### config.mk
export PLATFORM = sky130hd
export DESIGN_NAME = morse_tx
export DESIGN_NICKNAME = d
export VERILOG_FILES = /design/src/rtl/morse_tx.sv
export SDC_FILE = /design/constraint.sdc
export NUM_CORES = 1
export LEC_CHECK = 0
export CAP_MARGIN = 20
export CORE_ASPECT_RATIO = 0.9
export CORE_MARGIN = 3
export CORE_UTILIZATION = 45
export DETAILED_ROUTE_END_ITERATION = 8
export DONT_BUFFER_PORTS = 1
export MAX_ROUTING_LAYER = met4
export PLACE_DENSITY = 0.65
export SLEW_MARGIN = 5
export SYNTH_ARGS = -nofsm -noshare
export SYNTH_HDL_FRONTEND = slang
export SYNTH_SLANG_ARGS = --single-unit
### constraint.sdc
create_clock -name clk -period 4.41 [get_ports clk]
set_input_delay 0.882 -clock clk [delete_from_list [all_inputs] [get_ports clk]]
set_output_delay 0.882 -clock clk [all_outputs]
set_load 0.1 [all_outputs]
### src/rtl/morse_tx.sv
// morse_tx: serial on/off keyer. Accepts an MSB-first on/off pattern with an
// explicit length over a valid/ready handshake, plays one bit per unit period,
// then holds a low inter-symbol gap of GAP_UNITS units.
// Optional build macro MORSE_LOOP_EN adds a loop input that replays the last
// accepted symbol without returning to IDLE.
module morse_tx #(
  parameter int PAT_W       = 14,
  parameter int LEN_W       = 4,
  parameter int UNIT_CYCLES = 25_000_000,
  parameter int CNT_W       = 25,
  parameter int GAP_UNITS   = 3
) (
  input  logic             clk,
  input  logic             reset,
  input  logic             enable,
  input  logic             sym_valid,
  output logic             sym_ready,
  input  logic [PAT_W-1:0] sym_pattern,
  input  logic [LEN_W-1:0] sym_len,
  output logic             led_out,
  output logic             busy,
`ifdef MORSE_LOOP_EN
  input  logic             loop,
`endif
  output logic             done
);

  localparam int GAP_W = (GAP_UNITS > 1) ? $clog2(GAP_UNITS) : 1;
  localparam logic [CNT_W-1:0] UNIT_LAST = CNT_W'(UNIT_CYCLES - 1);
  localparam logic [GAP_W-1:0] GAP_LAST  = GAP_W'((GAP_UNITS > 0) ? GAP_UNITS - 1 : 0);
  localparam logic [LEN_W-1:0] LEN_MAX   = LEN_W'(PAT_W);
  localparam bit               HAS_GAP   = (GAP_UNITS > 0);

  typedef enum logic [1:0] {
    IDLE = 2'd0,
    SEND = 2'd1,
    GAP  = 2'd2
  } state_t;

  state_t             r_state, w_state_nx;
  logic [CNT_W-1:0]   r_cnt,   w_cnt_nx;
  logic [PAT_W-1:0]   r_shift, w_shift_nx;
  logic [LEN_W-1:0]   r_rem,   w_rem_nx;
  logic [GAP_W-1:0]   r_gap,   w_gap_nx;
  logic               r_led,   w_led_nx;
  logic               r_done,  w_done_nx;
  logic [LEN_W-1:0]   w_eff_len;
  logic               w_tick;
  logic               w_finish;
`ifdef MORSE_LOOP_EN
  logic [PAT_W-1:0]   r_orig,     w_orig_nx;
  logic [LEN_W-1:0]   r_orig_len, w_orig_len_nx;
`endif

  assign w_tick    = enable && (r_cnt == UNIT_LAST);
  assign sym_ready = (r_state == IDLE);
  assign busy      = (r_state != IDLE);
  assign led_out   = r_led;
  assign done      = r_done;

  // State and datapath registers; reset discards any in-flight symbol.
  always_ff @(posedge clk) begin
    if (reset) begin
      r_state <= IDLE;
      r_cnt   <= '0;
      r_shift <= '0;
      r_rem   <= '0;
      r_gap   <= '0;
      r_led   <= 1'b0;
      r_done  <= 1'b0;
`ifdef MORSE_LOOP_EN
      r_orig     <= '0;
      r_orig_len <= '0;
`endif
    end else begin
      r_state <= w_state_nx;
      r_cnt   <= w_cnt_nx;
      r_shift <= w_shift_nx;
      r_rem   <= w_rem_nx;
      r_gap   <= w_gap_nx;
      r_led   <= w_led_nx;
      r_done  <= w_done_nx;
`ifdef MORSE_LOOP_EN
      r_orig     <= w_orig_nx;
      r_orig_len <= w_orig_len_nx;
`endif
    end
  end

  // Next-state, unit counter, shift/length bookkeeping and registered outputs.
  always_comb begin
    w_state_nx = r_state;
    w_cnt_nx   = r_cnt;
    w_shift_nx = r_shift;
    w_rem_nx   = r_rem;
    w_gap_nx   = r_gap;
    w_led_nx   = r_led;
    w_done_nx  = 1'b0;
    w_finish   = 1'b0;
    w_eff_len  = (sym_len > LEN_MAX) ? LEN_MAX : sym_len;
`ifdef MORSE_LOOP_EN
    w_orig_nx     = r_orig;
    w_orig_len_nx = r_orig_len;
`endif

    unique case (r_state)
      IDLE: begin
        w_led_nx = 1'b0;
        if (sym_valid) begin
          w_shift_nx = sym_pattern;
          w_rem_nx   = w_eff_len;
          w_cnt_nx   = '0;
          w_gap_nx   = '0;
`ifdef MORSE_LOOP_EN
          w_orig_nx     = sym_pattern;
          w_orig_len_nx = w_eff_len;
`endif
          if (w_eff_len != '0) begin
            w_state_nx = SEND;
            w_led_nx   = sym_pattern[PAT_W-1];
          end else if (HAS_GAP) begin
            w_state_nx = GAP;
          end else begin
            w_done_nx = 1'b1;
          end
        end
      end
      SEND: begin
        if (enable) w_cnt_nx = w_tick ? '0 : r_cnt + 1'b1;
        if (w_tick) begin
          w_shift_nx = {r_shift[PAT_W-2:0], 1'b0};
          w_rem_nx   = r_rem - 1'b1;
          if (r_rem == LEN_W'(1)) begin
            w_led_nx = 1'b0;
            if (HAS_GAP) begin
              w_state_nx = GAP;
              w_gap_nx   = '0;
            end else begin
              w_finish = 1'b1;
            end
          end else begin
            w_led_nx = r_shift[PAT_W-2];
          end
        end
      end
      GAP: begin
        w_led_nx = 1'b0;
        if (enable) w_cnt_nx = w_tick ? '0 : r_cnt + 1'b1;
        if (w_tick) begin
          if (r_gap == GAP_LAST) w_finish = 1'b1;
          else                   w_gap_nx = r_gap + 1'b1;
        end
      end
      default: begin
        w_state_nx = IDLE;
        w_led_nx   = 1'b0;
      end
    endcase

    // Completion of a symbol: pulse done, then either idle or replay.
    if (w_finish) begin
      w_done_nx  = 1'b1;
      w_state_nx = IDLE;
      w_led_nx   = 1'b0;
`ifdef MORSE_LOOP_EN
      if (loop) begin
        w_shift_nx = r_orig;
        w_rem_nx   = r_orig_len;
        w_gap_nx   = '0;
        w_cnt_nx   = '0;
        if (r_orig_len != '0) begin
          w_state_nx = SEND;
          w_led_nx   = r_orig[PAT_W-1];
        end else if (HAS_GAP) begin
          w_state_nx = GAP;
        end
      end
`endif
    end
  end

endmodule

==> report_table.html <==
<table>
<tr><th>Metric</th><th>Value</th></tr>
<tr><th colspan="2">Finish</th></tr>
<tr><td>Area growth from synthesis to layout</td><td>4.726%</td></tr>
<tr><td>Share of post-route cells with drive strength above 1</td><td>0.06230</td></tr>
<tr><td>Filler-free cell count of the finished design</td><td>~370</td></tr>
<tr><td>Antenna cells</td><td>0</td></tr>
<tr><td>Number of fill cells in the layout</td><td>~530</td></tr>
<tr><td>Layout net count</td><td>335</td></tr>
<tr><th colspan="2">Floorplanning</th></tr>
<tr><td>Placement row count</td><td>25</td></tr>
<tr><td>Height of the die</td><td>approximately 80 um</td></tr>
<tr><td>Total core area</td><td>about 5500 sq um</td></tr>
<tr><td>Die Area</td><td>6841 sq um</td></tr>
<tr><td>Starting density of the core</td><td>0.4837</td></tr>
<tr><td>Chip width</td><td>slightly below 90 um</td></tr>
<tr><td>I/O pin total</td><td>26</td></tr>
<tr><th colspan="2">Clock tree</th></tr>
<tr><td>Clk_lat worst skew</td><td>about 0.29 ns</td></tr>
<tr><td>TritonCTS clock tree</td><td>built</td></tr>
<tr><td>Resized cells post-CTS</td><td>0</td></tr>
<tr><td>Number of buffers added by the clock tree synthesis step</td><td>5</td></tr>
<tr><td>CTS Hold Bufs</td><td>0</td></tr>
<tr><td>Clock slew at the register clock pins of the worst setup and hold paths</td><td>~0.09 ns</td></tr>
<tr><td>TritonCTS sink count</td><td>48</td></tr>
<tr><td>Clock Tree Buf Depth</td><td>2</td></tr>
<tr><td>Clock Root Buffer</td><td>clkbuf_8</td></tr>
<tr><td>H-Tree Level Count</td><td>2</td></tr>
<tr><td>Post-CTS setup repair buffer count</td><td>0</td></tr>
<tr><th colspan="2">Power</th></tr>
<tr><td>Peak VDD IR</td><td>between 0.0002 and 0.0003 V</td></tr>
<tr><td>Standby leakage power</td><td>~0.91 nW</td></tr>
<tr><td>Power per cell area</td><td>approximately 530 nW/um^2</td></tr>
<tr><th colspan="2">Logic synthesis</th></tr>
<tr><td>Number of warnings printed during yosys synthesis</td><td>0</td></tr>
<tr><td>Synthesized Nets</td><td>340</td></tr>
<tr><td>Post-synth top area share</td><td>0.3629</td></tr>
<tr><td>Synth Cell Area</td><td>about 2600 sq um</td></tr>
<tr><td>Syn Inst Count</td><td>310</td></tr>
<tr><td>Top post-synthesis cells by count</td><td>dfxtp_1, nor2_1, a21oi_1</td></tr>
<tr><td>Average cell area after synthesis</td><td>between 8 and 9 sq um</td></tr>
<tr><td>Mux contribution to synthesized area</td><td>0.05907</td></tr>
<tr><td>Number of register bits inferred by synthesis</td><td>48</td></tr>
<tr><td>Most frequent cell after synthesis</td><td>dfxtp_1</td></tr>
<tr><td>Top cells by area, synth</td><td>dfxtp_1, mux2i_1, a21oi_1</td></tr>
<tr><td>Share of flip-flops with an asynchronous set or reset after synthesis</td><td>0</td></tr>
<tr><td>Post-synthesis compound-gate area fraction</td><td>0.1526</td></tr>
<tr><td>Adder-Cell Fraction of Synth Area</td><td>0.03781</td></tr>
<tr><td>Share of synthesized cell area in and, or, nand and nor gates</td><td>0.2826</td></tr>
<tr><td>Flip-flop cell with the highest count after synthesis</td><td>dfxtp_1</td></tr>
<tr><td>Synth Area in XOR/XNOR</td><td>0.06285</td></tr>
<tr><td>Cell variety after synth</td><td>between 50 and 60</td></tr>
<tr><td>Dominant cell type by area after synthesis</td><td>dfxtp_1</td></tr>
<tr><td>Combinational family with the most area after synthesis</td><td>simple AND/OR/NAND/NOR gates</td></tr>
<tr><td>Sequential-to-total area share from yosys stat</td><td>0.3629</td></tr>
<tr><td>Number of flops mapped to enable cells by yosys</td><td>0</td></tr>
<tr><th colspan="2">Placed design</th></tr>
<tr><td># placed instances</td><td>364</td></tr>
<tr><td>Gpl congestion</td><td>between 0.8 and 0.9</td></tr>
<tr><td>Number of buffers added on ports</td><td>0</td></tr>
<tr><td>Detailed-placement wirelength estimate</td><td>~4.3 mm</td></tr>
<tr><th colspan="2">Timing</th></tr>
<tr><td>Total of endpoints with negative setup slack in the final report</td><td>0</td></tr>
<tr><td>Pin slew with the least headroom to its limit</td><td>roughly 1.0 ns</td></tr>
<tr><td>Min cycle time layout</td><td>2.595 ns</td></tr>
<tr><td>Setup repair after global routing missed its margin</td><td>false</td></tr>
<tr><td>Sum Neg Setup Slack</td><td>0 ns</td></tr>
<tr><td>Worst setup skew after layout</td><td>between 0.01 and 0.015 ns</td></tr>
<tr><td>Part of the cycle the worst path needs</td><td>0.5884</td></tr>
<tr><td>Max Clock Freq</td><td>just under 400 MHz</td></tr>
<tr><td>Final-report max-slew violation count</td><td>0</td></tr>
<tr><td>Relative max-transition margin</td><td>0.3272</td></tr>
<tr><td>Number of hold violations in the final report</td><td>0</td></tr>
<tr><th colspan="2">Detailed routing</th></tr>
<tr><td>Post-detailed-route wirelength per cell</td><td>between 15 and 20 um</td></tr>
<tr><td>Initial DRT Pass Iterations</td><td>4</td></tr>
<tr><td>Initial drt markers</td><td>between 150 and 200</td></tr>
<tr><td>Total number of vias</td><td>around 2,300</td></tr>
<tr><td>Routed wire length</td><td>5.955 mm</td></tr>
<tr><td>Number of vias per cell after detailed routing</td><td>6.132</td></tr>
<tr><td>Remaining DRCs</td><td>0</td></tr>
<tr><td>Number of nets with antenna violations after routing</td><td>0</td></tr>
<tr><th colspan="2">Worst hold path</th></tr>
<tr><td>Tightest Hold Check Type</td><td>register to register</td></tr>
<tr><th colspan="2">Run status</th></tr>
<tr><td>Result of the run</td><td>completed</td></tr>
<tr><th colspan="2">Global routing</th></tr>
<tr><td>GRT overflow</td><td>0</td></tr>
<tr><td>Largest net degree at the start of global routing</td><td>26</td></tr>
<tr><td>Overall routing resource usage</td><td>0.1906</td></tr>
<tr><td>Number of global-route vias before repair</td><td>2,143</td></tr>
<tr><td>Antenna violations before repair</td><td>0</td></tr>
<tr><td>First-pass GRT wire length</td><td>a little over 10 mm</td></tr>
<tr><th colspan="2">Worst setup path</th></tr>
<tr><td>Crit end category</td><td>register</td></tr>
<tr><td>Worst path required time</td><td>between 4 and 5 ns</td></tr>
<tr><td>Category of the critical setup timing path</td><td>register to register</td></tr>
<tr><td>Critical Path AT</td><td>between 2 and 3 ns</td></tr>
<tr><td>Largest driver fanout on the critical path</td><td>19</td></tr>
<tr><td>Startpoint type of the worst setup path</td><td>register</td></tr>
<tr><th colspan="2">Flow run</th></tr>
<tr><td>Max-cap violations</td><td>0</td></tr>
</table>
per-layer routing:
metal  up-vias  routed length (um)  share of wire  track usage
met1      1107                3120           0.52       0.2819
met5         -                   0              0            -
met4         0                  29         0.0049      0.05763
met3         2                 245          0.041      0.03320
li1       1131                   -              -            -
met2        41                2560           0.43       0.2625
final timing paths:
| kind | end | slack, ns | depth (start not counted) | from |
|---|---|---|---|---|
| worst max register to register | r_shift[8]$_SDFFE_PP0P_ | 1.82 | 6 | r_state[1]$_SDFFE_PP0P_ |
| worst min-delay path | r_shift[0]$_SDFFE_PP0P_ | 0.48 | 2 | r_shift[0]$_SDFFE_PP0P_ |
| worst max-delay path | r_shift[8]$_SDFFE_PP0P_ | 1.82 | 6 | r_state[1]$_SDFFE_PP0P_ |
| worst min register to register | r_shift[0]$_SDFFE_PP0P_ | 0.48 | 2 | r_shift[0]$_SDFFE_PP0P_ |
power breakdown:
group | switching (mW) | internal, mW
clock network | 0.136 | 0.108
logic | 0.426 | 0.216
registers | 0.0708 | 0.509
cells by family after synthesis:
| kind of cell | after synthesis |
|---|---|
| and+or+nand+nor | 129 |
| AOI/OAI and AO/OA | 63 |
| DFF | 48 |
| buffers and inverters | 28 |
| xor gates and xnor gates | 19 |
| muxes | 15 |
| adders and majority gates | 8 |
per-stage QoR:
stage / utilization / total power, mW / hold slack, ns / instance area (sq um) / worst slack, ns
after floorplan: - / 1.101 / 0.4493 / 2648 / 1.233
after global placement: 0.4910 / 1.211 / 0.4685 / 2688 / 1.738
after detailed placement: 0.4910 / 1.220 / 0.4745 / 2688 / 1.678
after CTS: 0.5051 / 1.469 / 0.4853 / 2765 / 1.636
after global routing: 0.5065 / 1.581 / 0.5191 / 2773 / 1.571
final: 0.5065 / 1.465 / 0.4775 / 2773 / 1.815
layout make-up:
cell class | count | area [sq um] | area share
timing repair buffer | 4 | 30.03 | 0.01083
clock inverter | 1 | 5.005 | 0.001805
inverter | 12 | 45.04 | 0.01625
tap | 67 | 83.83 | 0.03023
multi-input combinational | 234 | 1575 | 0.5681
clock buffer | 6 | 72.57 | 0.02617
sequential | 48 | 960.9 | 0.3466
flip-flops by register name, summed over array words and instances (netlist names):
| name | flops |
|---|---|
| r_cnt | 25 |
| r_shift | 13 |
| r_rem | 4 |
| r_gap | 2 |
| r_state | 2 |
| done | 1 |
| led_out | 1 |
critical path, stage by stage, from the launching register on:
cell and delay [ns]:
dfxtp_1 0.37, inv_1 0.09, ha_1 0.39, buf_4 0.35, a21boi_0 0.22, nor2_1 0.81, a211oi_1 0.18
cell usage in the layout, fill, tap and decap left out, types with 2 or more instances in the layout:
cell type / n
nor3_1: 10
xor2_1: 6
ha_1: 8
and2_1: 7
dfxtp_1: 48
a21oi_1: 25
nor2_1: 28
nand4_4: 2
nand3_1: 9
nor4_1: 10
nand4b_1: 3
buf_4: 4
clkbuf_8: 5
xnor2_1: 13
and3_1: 4
mux2i_1: 13
nor4b_1: 2
and4_1: 5
inv_1: 12
nand4_1: 12
a31oi_1: 3
or4_1: 4
nand2_1: 19
a211oi_1: 14
o21ai_0: 6
nand3b_1: 4
Note: power is estimated with default switching activity, not from simulation.
